**src/rtl/mac_ctrl_pkg.sv**
```systemverilog
// Shared types and sizing helpers for the MAC sequencer.
package mac_ctrl_pkg;

  localparam int unsigned DEF_DATA_W     = 8;
  localparam int unsigned DEF_ACC_W      = 16;
  localparam int unsigned DEF_N_TAPS     = 4;
  localparam int unsigned DEF_ACC_CYCLES = 4;

  typedef enum logic [2:0] {
    IDLE,
    LOAD_W,
    LOAD_X,
    RUN,
    CAPTURE,
    HOLD
  } state_e;

  // Bits needed to hold values 0..n-1, never less than one.
  function automatic int unsigned cnt_w(input int unsigned n);
    return (n <= 2) ? 1 : $clog2(n);
  endfunction

endpackage

```
**src/rtl/mac_seq_cnt.sv**
```systemverilog
// Loadable down-counter with a zero flag; decrement saturates at zero.
module mac_seq_cnt
  import mac_ctrl_pkg::*;
#(
  parameter int unsigned W = 2
) (
  input  logic         clk,
  input  logic         rst,
  input  logic         load,
  input  logic         dec,
  input  logic [W-1:0] load_val,
  output logic [W-1:0] cnt,
  output logic         zero_c
);

  assign zero_c = (cnt == '0);

  always_ff @(posedge clk or negedge rst) begin
    if (!rst) begin
      cnt <= '0;
    end else if (load) begin
      cnt <= load_val;
    end else if (dec && !zero_c) begin
      cnt <= cnt - W'(1);
    end
  end

endmodule

```
**src/rtl/mac_seq_ctrl.sv**
```systemverilog
// Sequencer steering a byte stream into the MAC weight/input registers,
// running the MAC for a fixed number of enabled cycles and returning the result.
module mac_seq_ctrl
  import mac_ctrl_pkg::*;
#(
  parameter int unsigned DATA_W     = DEF_DATA_W,
  parameter int unsigned ACC_W      = DEF_ACC_W,
  parameter int unsigned N_TAPS     = DEF_N_TAPS,
  parameter int unsigned ACC_CYCLES = DEF_ACC_CYCLES
) (
  input  logic              clk,
  input  logic              rst,
  input  logic              start,
  input  logic              keep_w,
  input  logic              abort,
  output logic              busy,
  input  logic              in_valid,
  output logic              in_ready,
  input  logic [DATA_W-1:0] in_data,
  output logic [DATA_W-1:0] mac_in,
  output logic [N_TAPS-1:0] mac_ld_tap,
  output logic              mac_ld,
  output logic              mac_clken,
  input  logic [ACC_W-1:0]  mac_out,
  output logic              res_valid,
  input  logic              res_ready,
  output logic [ACC_W-1:0]  res_data
);

  localparam int unsigned TAP_W = cnt_w(N_TAPS);
  localparam int unsigned CYC_W = cnt_w(ACC_CYCLES);

  state_e              state_q;
  state_e              state_d;
  logic                hs;
  logic                tap_load;
  logic                tap_dec;
  logic                cyc_load;
  logic                cyc_dec;
  logic                cap;
  logic [TAP_W-1:0]    tap_cnt;
  logic [TAP_W-1:0]    tap_idx;
  logic                tap_zero;
  logic [CYC_W-1:0]    cyc_cnt;
  logic                cyc_zero;
  logic                cyc_cnt_unused;
  logic [N_TAPS-1:0]   tap_stb_d;
  logic                ld_d;
  logic [DATA_W-1:0]   mac_in_d;

  // Tap counter holds remaining weights; index counts up from tap 0.
  mac_seq_cnt #(.W(TAP_W)) u_tap_cnt (
    .clk      (clk),
    .rst      (rst),
    .load     (tap_load),
    .dec      (tap_dec),
    .load_val (TAP_W'(N_TAPS - 1)),
    .cnt      (tap_cnt),
    .zero_c   (tap_zero)
  );

  mac_seq_cnt #(.W(CYC_W)) u_cyc_cnt (
    .clk      (clk),
    .rst      (rst),
    .load     (cyc_load),
    .dec      (cyc_dec),
    .load_val (CYC_W'(ACC_CYCLES - 1)),
    .cnt      (cyc_cnt),
    .zero_c   (cyc_zero)
  );

  assign cyc_cnt_unused = ^cyc_cnt;
  assign tap_idx        = TAP_W'(N_TAPS - 1) - tap_cnt;
  assign hs             = in_valid & in_ready;

  // Next-state and next-strobe logic; abort overrides everything.
  always_comb begin
    state_d   = state_q;
    tap_load  = 1'b0;
    tap_dec   = 1'b0;
    cyc_load  = 1'b0;
    cyc_dec   = 1'b0;
    cap       = 1'b0;
    tap_stb_d = '0;
    ld_d      = 1'b0;
    mac_in_d  = mac_in;

    unique case (state_q)
      IDLE: begin
        if (start) begin
          tap_load = 1'b1;
          state_d  = keep_w ? LOAD_X : LOAD_W;
        end
      end
      LOAD_W: begin
        if (hs) begin
          mac_in_d  = in_data;
          tap_stb_d = N_TAPS'(1) << tap_idx;
          tap_dec   = 1'b1;
          if (tap_zero) state_d = LOAD_X;
        end
      end
      LOAD_X: begin
        if (hs) begin
          mac_in_d = in_data;
          ld_d     = 1'b1;
          cyc_load = 1'b1;
          state_d  = RUN;
        end
      end
      RUN: begin
        if (cyc_zero) state_d = CAPTURE;
        else          cyc_dec = 1'b1;
      end
      CAPTURE: begin
        cap     = 1'b1;
        state_d = HOLD;
      end
      HOLD: begin
        if (res_ready) state_d = IDLE;
      end
      default: state_d = IDLE;
    endcase

    if (abort) begin
      state_d   = IDLE;
      tap_load  = 1'b0;
      tap_dec   = 1'b0;
      cyc_load  = 1'b0;
      cyc_dec   = 1'b0;
      cap       = 1'b0;
      tap_stb_d = '0;
      ld_d      = 1'b0;
      mac_in_d  = mac_in;
    end
  end

  // Outputs are registered from the next state so they align with the state they describe.
  // mac_ld coincides with the first enabled MAC cycle.
  always_ff @(posedge clk or negedge rst) begin
    if (!rst) begin
      state_q    <= IDLE;
      busy       <= 1'b0;
      in_ready   <= 1'b0;
      mac_in     <= '0;
      mac_ld_tap <= '0;
      mac_ld     <= 1'b0;
      mac_clken  <= 1'b0;
      res_valid  <= 1'b0;
      res_data   <= '0;
    end else begin
      state_q    <= state_d;
      busy       <= (state_d != IDLE);
      in_ready   <= (state_d == LOAD_W) || (state_d == LOAD_X);
      mac_in     <= mac_in_d;
      mac_ld_tap <= tap_stb_d;
      mac_ld     <= ld_d;
      mac_clken  <= (state_d == RUN);
      res_valid  <= (state_d == HOLD);
      if (cap) res_data <= mac_out;
    end
  end

endmodule

```
**config.mk**
```make
export PLATFORM = sky130hd
export DESIGN_NAME = mac_seq_ctrl
export DESIGN_NICKNAME = d
export VERILOG_FILES = /design/src/rtl/mac_ctrl_pkg.sv /design/src/rtl/mac_seq_cnt.sv /design/src/rtl/mac_seq_ctrl.sv
export SDC_FILE = /design/constraint.sdc
export NUM_CORES = 1
export LEC_CHECK = 0
export CELL_PAD_IN_SITES_DETAIL_PLACEMENT = 2
export CELL_PAD_IN_SITES_GLOBAL_PLACEMENT = 2
export CORE_ASPECT_RATIO = 1.25
export CORE_MARGIN = 3
export CORE_UTILIZATION = 28
export CTS_BUF_LIST = sky130_fd_sc_hd__clkbuf_4 sky130_fd_sc_hd__clkbuf_8 sky130_fd_sc_hd__clkbuf_16
export DETAILED_ROUTE_END_ITERATION = 6
export PLACE_DENSITY = 0.87
export SYNTH_ARGS = -nofsm -noshare
export SYNTH_HDL_FRONTEND = slang
export SYNTH_HIERARCHICAL = 1
export SYNTH_SLANG_ARGS = --single-unit
```
**constraint.sdc**
```tcl
create_clock -name clk -period 2.1 [get_ports clk]
set_input_delay 0.63 -clock clk [delete_from_list [all_inputs] [get_ports clk]]
set_output_delay 0.63 -clock clk [all_outputs]
set_load 0.02 [all_outputs]
```
# Word-level counts from Yosys, hierarchy flattened
# Index checks and enable logic that the tools add are counted.
# word_totals
input_bits	31
output_inout_bits	33
ff_bits	40
wordCells	68
# op_classes
addsub	3
n_reduce_logical	13
shifts	1
bitwise_logic	2
eq_ne	9
muxes	29
# ops
op	count
$mux 3	7
$pmux 3 s6	1
$mux 1	13
$eq 3x2->1 const B	4
$mux 4	3
$mux 2	5
$eq 3x3->1 const B	3
$eq 3x1->1 const B	2
$logic_not 2->1	2
$reduce_bool 2->1	2
$shl 1x2->4 const A	1
$sub 2x1->2 const B	2
$logic_not 3->1	1
$reduce_and 3->1	1
$reduce_bool 3->1	1
$logic_and 1x1->1	2
$logic_not 1->1	2
$reduce_or 2->1	1
$sub 2x2->2 const A	1
$and 1x1->1	1
$logic_or 1x1->1	1
$not 1->1	1

# Logic depth before layout (Yosys ltp)
# Gate-level depths: netlist of run 1.
# depth
word_depth	7
ltp_mapped	6
mapped_depth_nobuf	6

# Cells and area by module
# The synthesis of run 1 kept the hierarchy.
# by_module_without_submodules
mod	seq_area_each_um2	area_each_um2	cells_each	n_inst
mac_seq_ctrl	900.9	1546.5	112	1
mac_seq_cnt	50.0	133.9	13	2

# Worst setup path before layout of run 1
# Ideal clock, no wire load.
# synth_timing
path_type	input-to-reg
start	in in_valid
end	reg u_tap_cnt.cnt[1]
arrival_time_ns	1.781
n_path_buf	0
slack_ns	0.203
required_time_ns	1.984
setup_ns	0.116
stages	5
cell_sequence	nand2_1 -> or4_4 -> inv_1 -> or4b_1 -> o311ai_0
# synth_between
elab_chain_len	6
# synth_lines
item	line_no	rtl
from (decl)	mac_seq_ctrl.sv:17	input logic in_valid,
$and 1x1->1	mac_seq_ctrl.sv:74	assign hs = in_valid & in_ready;
$mux 1	mac_seq_ctrl.sv:96	if (hs) begin
$mux 1	mac_seq_ctrl.sv:88	unique case (state_q)
$mux 1	mac_seq_ctrl.sv:125	if (abort) begin
named net tap_dec	mac_seq_ctrl.sv:37	logic tap_dec;
$logic_and 1x1->1	mac_seq_cnt.sv:23	end else if (dec && !zero_c) begin
$reduce_bool 2->1 (no source line)	-	
to (signal assigned)	mac_seq_cnt.sv:22	cnt <= load_val;
to (signal assigned)	mac_seq_cnt.sv:24	cnt <= cnt - W'(1);
to (decl)	mac_seq_cnt.sv:12	output logic [W-1:0] cnt,
# The timed path passes the listed nets, and every way through them passes these cells.
# A chain may end at the register's enable or synchronous reset.

# Worst setup path in the final report of run 1
# Ends and elaborated chain as after synthesis.

==> flow_summary.toml, run 1 <==
[status]
outcome = "completed"

[grt]
globalRouteTotalUtil = 0.131
first_global_vias = 1509
grt-ovfl-total = 0
grt_max_degree = 41
grt_pass1_wl_um = 7580
grt_antenna_before_repair = 0

[power]
totalPowerFinal_mw = 2.36
p_leak_nw = 1.26
ir_drop_v = 0.000258
p_per_area_mw_per_mm2 = 861

[critical_path]
cp_data_required_time_ns = 2.29
r2r-end = "u_tap_cnt/cnt[1]$_DFFE_PN0P_"
max_stage_delay_ns = 0.48
arrival_ns = 2.23
critical-path-top-delay-family = "simple AND/OR/NAND/NOR gates"
reg2reg_depth = 5
timing.rr.start = "state_q[1]$_DFF_PN0_"
critPathCaptureType = "flop"
cp_max_fo = 3
rrSetupSlack_ns = 0.34
cp_num_buf_inv = 2
start_kind = "input port"
slowest_stage = "clkdlybuf4s50_1"
crit_path_cell_trace = "clkdlybuf4s50_1 > nand2_1 > or4_4 > inv_2 > or4b_1 > o311ai_1"
path_class = "in -> reg"

[clock_network]
clockBufferDepth = 2
path_clk_slew_ns = 0.07
cts_num_sinks = 40
cts_hold_buf = 0
numCtsBuffers = 5
h-tree-depth = 2
clk_latency_ns = 0.29
cts_root_buffer = "clkbuf_8"
cts_tree = "built"

[sta]
worst_slew_pin_slew_ns = 0.508
rsz0062_at_grt = "no"
fmax_mhz = 490
drv_slew = 0
relSlewSlack = 0.661
fin_crit_ns = 2.04
finalHoldViolations = 0
whs_ns = 0.403
fin_ws_ns = 0.0580
setup_tns_ns = 0
finalSetupViolCount = 0
fin_skew_ns = 0.00522
period_share = 0.972

[min_path]
hold_path_class = "in -> async"

[detailed_routing]
m1WireLength_um = 1910
topRoutingLayerUsed = "met4"
avgRoutedWirePerCell_um = 15.4
drtPass1Iterations = 2
post-route-drc-count = 0
ant_nets = 0
drt_iter0_markers = 25
vias = 1376
met2WireLength_um = 2480
via_per_inst = 4.48
wl_met3_um = 209
drt_wl_total_um = 4720

[place]
pre_cts_slack_ns = -0.370
gp_congestion = 0.770
dpl_cell_area_mm2 = 0.00264
placed_cells = 299
hpwl_um = 3610
io_buffers = 63

[final_layout]
antenna_cells = 0
utilization = 0.440
fin_cells = 307
syn_to_final_growth_pct = 51.3
drive_gt1_frac = 0.279
design_area_mm2 = 0.00275
final_nets = 254

[floorplan]
dieWidth_um = 78.0
coreArea_mm2 = 0.00625
die_h_um = 96.0
dieArea_mm2 = 0.00749
rows = 32
start_util = 0.290
ios = 64

[synth]
ys_warn_count = 6
synth_edf_count = 0
synth.most_common_cell = "dfrtp_1"
syn_inst = 138
syn_area_per_cell_um2 = 13.1
yosys.cell_types.count = 40
synth_top_cell_by_area = "dfrtp_1"
ys_seq_area_frac = 0.552
ys.flop_type = "dfrtp_1"
synth_area_mm2 = 0.00181
async_flop_share = 1.00
yosysTopAreaCellShare = 0.552
synth_area_leaders = "dfrtp_1 (55%), mux2_2 (15%), or4b_1 (2.2%)"
synth_seq_cells = 40
synth_commonest_cells = "dfrtp_1 (40), mux2_2 (24), inv_1 (9)"

[job]
max-cap-violations = 0
==> power breakdown <==
| group | switching, mW | internal (mW) |
|---|---|---|
| clock network | 0.246 | 0.294 |
| registers | 0.0857 | 0.921 |
| logic | 0.386 | 0.433 |
| total | 0.718 | 1.65 |
==> cells in the final DEF (no fill, tap or decap), types with 2 or more instances in the layout <==
master / synthesis / layout
and2b_1: 2 / 2
nand2_1: 8 / 8
nor2_1: 5 / 4
nand2b_1: 2 / 2
or4b_1: 4 / 3
or2_2: 2 / 2
clkbuf_8: 0 / 6
inv_1: 9 / 8
o211ai_2: 2 / 2
or2b_1: 2 / 2
mux2_2: 24 / 24
nor3_1: 3 / 2
dfrtp_1: 40 / 40
ha_1: 2 / 2
buf_4: 0 / 13
clkbuf_4: 0 / 2
conb_1: 1 / 4
clkdlybuf4s50_1: 0 / 62
a21oi_1: 4 / 4
==> worst max-delay path by stage <==
| stage | to | depth (start not counted) | slack (ns) | startpoint |
|---|---|---|---|---|
| 2_1_floorplan | u_tap_cnt/cnt[1]$_DFFE_PN0P_ | 5 | 0.20 | in_valid |
| 3_3_place_gp | u_tap_cnt/cnt[1]$_DFFE_PN0P_ | 6 | -0.28 | in_valid |
| 3_5_place_dp | u_tap_cnt/cnt[1]$_DFFE_PN0P_ | 6 | -0.37 | in_valid |
| 4_1_cts | u_tap_cnt/cnt[1]$_DFFE_PN0P_ | 6 | 0.008 | in_valid |
| 5_1_grt | u_cyc_cnt/cnt[1]$_DFFE_PN0P_ | 6 | 0.008 | abort |
| 6_report | u_tap_cnt/cnt[1]$_DFFE_PN0P_ | 6 | 0.06 | in_valid |
==> layer usage <==
layer	vias to the layer above	track usage
met5	-	0
met4	0	0.0656
met3	8	0.0243
met2	43	0.229
met1	679	0.155
li1	646	-
==> worst register-to-register path, stage by stage, from the launching register on <==
cell and delay, ns:
dfrtp_1 0.38, nand2b_1 0.16, or4_4 0.50, inv_2 0.08, or4b_1 0.45, o311ai_1 0.10
==> kinds of logic after synthesis <==
family          count (synthesis)  synth area share
fa+ha+maj                       2            0.0138
other cells                     1           0.00207
buf+inv                        13            0.0400
mux                            25             0.154
compound gates                 17            0.0876
flops                          40             0.552
simple gates                   39             0.146
xor+xnor                        1           0.00483
==> registers in the layout, indices dropped and copies added, names as in the netlist <==
signal	flops
res_data	16
mac_in	8
mac_ld_tap	4
state_q	3
u_cyc_cnt/cnt	2
u_tap_cnt/cnt	2
busy	1
in_ready	1
mac_clken	1
mac_ld	1
res_valid	1
==> repair_timing <==
| action | in CTS | in global routing |
|---|---|---|
| pin swaps | 0 | 1 |
| resized for setup | 2 | 3 |
| setup buffers | 0 | 0 |
| setup endpoints to repair | 2 | 12 |
==> layout make-up <==
cell class | instances | area [um^2]
Fill cell | 675 | 3500
Tap cell | 85 | 106
Timing Repair Buffer | 77 | 743
Multi-Input combinational cell | 88 | 763
Sequential cell | 40 | 1000
Inverter | 9 | 33.8
Clock buffer | 8 | 97.6
Power figures use the tool's default switching activity.
==> run 2, diff against run 1 <==
--- a/config.mk
+++ b/config.mk
@@ -17,3 +17,4 @@
 export SYNTH_HDL_FRONTEND = slang
 export SYNTH_HIERARCHICAL = 1
 export SYNTH_SLANG_ARGS = --single-unit
+export TNS_END_PERCENT = 30
==> results of run 2 <==
The final DEF is identical to that of run 1; final timing and power are the same.
